File: src/rtl/set_bit_scanner_pkg.sv
// Shared types and constants for the streaming set-bit scanner.
// The FSM state type and the scan-order encoding live here so every file agrees on them.
package set_bit_scanner_pkg;

  typedef enum logic [1:0] {
    IDLE = 2'd0,
    SCAN = 2'd1,
    ZERO = 2'd2
  } state_e;

  localparam logic MODE_LSB = 1'b0;
  localparam logic MODE_MSB = 1'b1;

endpackage

File: src/rtl/set_bit_scanner_finder.sv
// Combinational locator for the first set bit of a vector, scanning from either end.
// Also reports the isolated one-hot bit and whether exactly one bit is set.
module bit_index_finder #(
  parameter  int DATA_WIDTH = 32,
  localparam int IDX_W      = $clog2(DATA_WIDTH)
) (
  input  logic [DATA_WIDTH-1:0] vec,
  input  logic                  msb_first,
  output logic [IDX_W-1:0]      idx,
  output logic [DATA_WIDTH-1:0] onehot,
  output logic                  single
);

  localparam logic [DATA_WIDTH-1:0] ONE = {{(DATA_WIDTH-1){1'b0}}, 1'b1};

  logic [DATA_WIDTH-1:0] w_rev;
  logic [DATA_WIDTH-1:0] w_sel;
  logic [DATA_WIDTH-1:0] w_lsb;
  logic [DATA_WIDTH-1:0] w_lsb_rev;

  always_comb begin
    w_rev = '0;
    for (int unsigned i = 0; i < DATA_WIDTH; i++) begin
      w_rev[i] = vec[DATA_WIDTH-1-i];
    end
  end

  // MSB-first reuses the two's-complement lowest-bit trick on the mirrored vector.
  assign w_sel = msb_first ? w_rev : vec;
  assign w_lsb = w_sel & (~w_sel + ONE);

  always_comb begin
    w_lsb_rev = '0;
    for (int unsigned i = 0; i < DATA_WIDTH; i++) begin
      w_lsb_rev[i] = w_lsb[DATA_WIDTH-1-i];
    end
  end

  assign onehot = msb_first ? w_lsb_rev : w_lsb;

  always_comb begin
    idx = '0;
    for (int unsigned i = 0; i < DATA_WIDTH; i++) begin
      if (onehot[i]) begin
        idx = idx | IDX_W'(i);
      end
    end
  end

  assign single = (vec != '0) && ((vec & (vec - ONE)) == '0);

endmodule

File: src/rtl/set_bit_scanner.sv
// Streaming set-bit iterator: accepts a word and emits one beat per set bit, LSB- or MSB-first.
// A zero word produces a single flagged beat; the next word can load on the final handshake.
module set_bit_scanner
  import set_bit_scanner_pkg::*;
#(
  parameter  int DATA_WIDTH = 32,
  localparam int IDX_W      = $clog2(DATA_WIDTH)
) (
  input  logic                  clk,
  input  logic                  reset,
  input  logic                  in_valid,
  output logic                  in_ready,
  input  logic [DATA_WIDTH-1:0] in_data,
  input  logic                  in_msb_first,
  output logic                  out_valid,
  input  logic                  out_ready,
  output logic [IDX_W-1:0]      out_idx,
  output logic [IDX_W-1:0]      out_ord,
  output logic                  out_last,
  output logic                  out_zero
);

  state_e                r_state;
  state_e                w_state_nxt;
  logic [DATA_WIDTH-1:0] r_residue;
  logic [DATA_WIDTH-1:0] w_residue_nxt;
  logic [IDX_W-1:0]      r_ord;
  logic [IDX_W-1:0]      w_ord_nxt;
  logic                  r_mode;
  logic                  w_mode_nxt;

  logic [IDX_W-1:0]      w_idx;
  logic [DATA_WIDTH-1:0] w_onehot;
  logic                  w_single;
  logic                  w_fire;
  logic                  w_accept;

  bit_index_finder #(
    .DATA_WIDTH(DATA_WIDTH)
  ) u_finder (
    .vec      (r_residue),
    .msb_first(r_mode == MODE_MSB),
    .idx      (w_idx),
    .onehot   (w_onehot),
    .single   (w_single)
  );

  always_ff @(posedge clk) begin
    if (reset) begin
      r_state   <= IDLE;
      r_residue <= '0;
      r_ord     <= '0;
      r_mode    <= MODE_LSB;
    end else begin
      r_state   <= w_state_nxt;
      r_residue <= w_residue_nxt;
      r_ord     <= w_ord_nxt;
      r_mode    <= w_mode_nxt;
    end
  end

  always_comb begin
    out_valid = 1'b0;
    out_idx   = '0;
    out_ord   = '0;
    out_last  = 1'b0;
    out_zero  = 1'b0;
    case (r_state)
      SCAN: begin
        out_valid = 1'b1;
        out_idx   = w_idx;
        out_ord   = r_ord;
        out_last  = w_single;
      end
      ZERO: begin
        out_valid = 1'b1;
        out_last  = 1'b1;
        out_zero  = 1'b1;
      end
      default: ;
    endcase
  end

  assign w_fire   = out_valid & out_ready;
  assign in_ready = (r_state == IDLE) | (w_fire & out_last);
  assign w_accept = in_valid & in_ready;

  always_comb begin
    w_state_nxt   = r_state;
    w_residue_nxt = r_residue;
    w_ord_nxt     = r_ord;
    w_mode_nxt    = r_mode;
    case (r_state)
      SCAN: begin
        if (w_fire) begin
          w_residue_nxt = r_residue & ~w_onehot;
          w_ord_nxt     = r_ord + IDX_W'(1);
          if (w_single) w_state_nxt = IDLE;
        end
      end
      ZERO: begin
        if (w_fire) w_state_nxt = IDLE;
      end
      default: ;
    endcase
    // Loading after the case lets an accept on the final beat override the return to IDLE.
    if (w_accept) begin
      w_residue_nxt = in_data;
      w_mode_nxt    = in_msb_first;
      w_ord_nxt     = '0;
      w_state_nxt   = (in_data != '0) ? SCAN : ZERO;
    end
  end

endmodule

File: config.mk
export PLATFORM = sky130hd
export DESIGN_NAME = set_bit_scanner
export DESIGN_NICKNAME = d
export VERILOG_FILES = /design/src/rtl/set_bit_scanner_pkg.sv /design/src/rtl/set_bit_scanner_finder.sv /design/src/rtl/set_bit_scanner.sv
export SDC_FILE = /design/constraint.sdc
export NUM_CORES = 1
export LEC_CHECK = 0
export ABC_AREA = 1
export CAP_MARGIN = 20
export CORE_MARGIN = 5
export CORE_UTILIZATION = 50
export DETAILED_ROUTE_END_ITERATION = 6
export HOLD_SLACK_MARGIN = 0.05
export PLACE_DENSITY_LB_ADDON = 0.12
export SETUP_SLACK_MARGIN = 0.15
export SLEW_MARGIN = 0
export SYNTH_ARGS = -nofsm -noshare
export SYNTH_HDL_FRONTEND = slang
export SYNTH_SLANG_ARGS = --single-unit
File: constraint.sdc
create_clock -name clk -period 3.62 [get_ports clk]
set_clock_uncertainty 0.05 [all_clocks]
set_input_delay 0.362 -clock clk [delete_from_list [all_inputs] [get_ports clk]]
set_output_delay 0.362 -clock clk [all_outputs]
set_load 0.01 [all_outputs]
==> qor.csv <==
metric,value,unit
status,finished clean,
P&R area growth vs syn,20.42,%
Max Cap Viol,0,
vias in the first global route,5103,
FF-to-FF End,r_residue[20],
Die Ht,103.0,um
final total power,1.557,mW
Post-CTS Hold Buffers,0,
layout cells sized above 1,12.36,%
clk_lat worst skew,0.29,ns
via count,5430,
fin cells,941,
Area contributors post-synth,"nand2_1 (19%), dfxtp_1 (19%), nor2_1 (11%)",
area post-placement,0.004932,mm2
P_leak,2.335,nW
Final Hold Vio Count,0,
# DRC,0,
synthesized area per cell,5.575,um2
Hold Path Cell Cnt,2,
Post-synth top flop,dfxtp_1,
final critical-path setup slack,0.3047,ns
vias per inst,5.770,
final setup vio count,0,
Synth top area share,18.77,%
initial core utilization,50.53,%
root buffer cell,clkbuf_8,
synthesized flop and latch total,40,
initial antenna violation count,0,
R2R setup slack,0.83,ns
FP Rows,34,
placed cell count,928,
Tightest Pin Transition,0.5114,ns
CP Capture Type,output port,
first-iteration detailed-routing DRC count,539,
worst reg2reg path startpoint,r_residue[0],
Final Cycle Share,91.58,%
min-delay worst type,reg -> reg,
Hold Path Origin,r_ord[1],
num ports,51,
dpl ws,0.08105,ns
most frequent cell after synthesis,nand2_1,
minimum clock period,3.315,ns
worst-case hold slack,0.4566,ns
FMAX,0.3016,GHz
WL final,16.40,mm
ant diodes,0,
GRT Util Overall,31.97,%
syn nets,816,
VDD IR max,0.2567,mV
CTS tree,yes,
Layout Nets,873,
Clock Path Buffers,2,
CP startpoint kind,flop,
"Reg clk slew, reported paths",0.08,ns
Post-DP HPWL,13.23,mm
WS Path Type,reg -> out,
Pre-Repair DR Iteration Count,6,
fraction of registers with async set/reset,0,%
Pwr Density,299.2,mW/mm2
Netlist cell types,45,
IO buf count,50,
CORE AREA,0.008551,mm2
Worst EP required,3.21,ns
worst r2r path cells,17,
WP data arrival,2.90,ns
Critical Path Fanout Max,7,
fin area,0.005202,mm2
RSZ-0062 raised after global routing,yes,
Post-synth EDFFs,0,
routability cong.,1.100,
DR WL/cell,17.43,um
CTS Sinks,40,
H-Tree Depth,2,
cell count after synthesis,775,
synthesized cell area,0.004320,mm2
sequential element share of the synthesized area,18.53,%
max_slew headroom,65.55,%
post-route ant nets,0,
Die W,103.0,um
fin util,60.84,%
first-pass GRT wire length,26.41,mm
cell taking the most area after synthesis,nand2_1,
max-slew violations,0,
TritonCTS Buffers,5,
GRT overflow,0,
die area,0.01060,mm2
WHS Endpoint,r_ord[1],
most frequent cells after synthesis,"nand2_1 (216), nor2_1 (124), inv_1 (79)",
Sum Neg Setup Slack,0,ns
Synthesis Warnings,0,
largest net degree at the start of global routing,35,
## logic make-up after synthesis
logic type,count (synthesis),share of synthesized area [%]
XOR/XNOR,3,0.6083
buffers and inverters,111,12.11
multiplexers,1,0.2317
AND/OR/NAND/NOR,489,51.09
flip-flops,40,18.53
adder cells (fa/ha/maj),4,1.158
AO/OA/AOI/OAI,127,16.28
## where the power goes
part / total, mW / internal (mW) / switching, mW
clock network: 0.306 / 0.152 / 0.154
registers: 0.520 / 0.466 / 0.0537
logic: 0.730 / 0.259 / 0.471
## placed cells by master (no fill, tap or decap), types with 16 or more instances in the layout
cell / instances
clkdlybuf4s50_1: 45
buf_4: 20
o21ai_1: 22
nor3_1: 16
dfxtp_1: 39
nor2_2: 16
inv_1: 79
nand3_1: 64
nor2_1: 119
nand2_1: 215
o21ai_0: 57
## critical path: stages, from the launching register on
cell	delay [ns]
dfxtp_4	0.40
clkbuf_4	0.19
buf_4	0.17
o21ai_4	0.16
nand3_4	0.14
nor2_4	0.18
nand2_4	0.10
nor2_8	0.15
nand4_1	0.20
nand2_1	0.11
o21ai_1	0.15
nand3_1	0.16
nor2_1	0.05
nand2_1	0.07
nor2_1	0.04
nor2_1	0.09
clkdlybuf4s15_1	0.25
## sequential cells by signal (all words and copies together), names as in the netlist
register	cells
r_state	2
r_residue	32
r_mode	1
r_ord	5
## area by class of cell
| type | instances | area (um2) |
|---|---|---|
| Clock inverter | 2 | 10.01 |
| Sequential cell | 40 | 804.5 |
| Fill cell | 858 | 3348 |
| Timing Repair Buffer | 75 | 732.0 |
| Clock buffer | 6 | 82.58 |
| Multi-Input combinational cell | 624 | 3100 |
| Inverter | 86 | 337.8 |
| Tap cell | 108 | 135.1 |
## worst max-delay path by stage
stage / from / to / cells after the start
finish: r_mode / out_idx[0] / 16
global route: r_mode / out_idx[3] / 16
CTS: r_mode / out_idx[3] / 16
detailed placement: r_mode / out_idx[1] / 18
global placement: r_mode / out_idx[2] / 15
floorplan: r_mode / out_idx[2] / 14
## layer usage
metal  share of wire (%)  vias up  track usage [%]
met2                  45      295            50.52
met4                 3.8        0            12.25
met5                   0        -                0
li1                    -     2643                -
met3                 9.5       53            4.736
met1                  42     2439            43.84
## timing repair
action	CTS	global route
pin swaps	4	4
gates cloned	1	0
setup endpoints to repair	5	7
buffers inserted	3	1
gates resized for setup	23	18
Power figures use the tool's default switching activity.
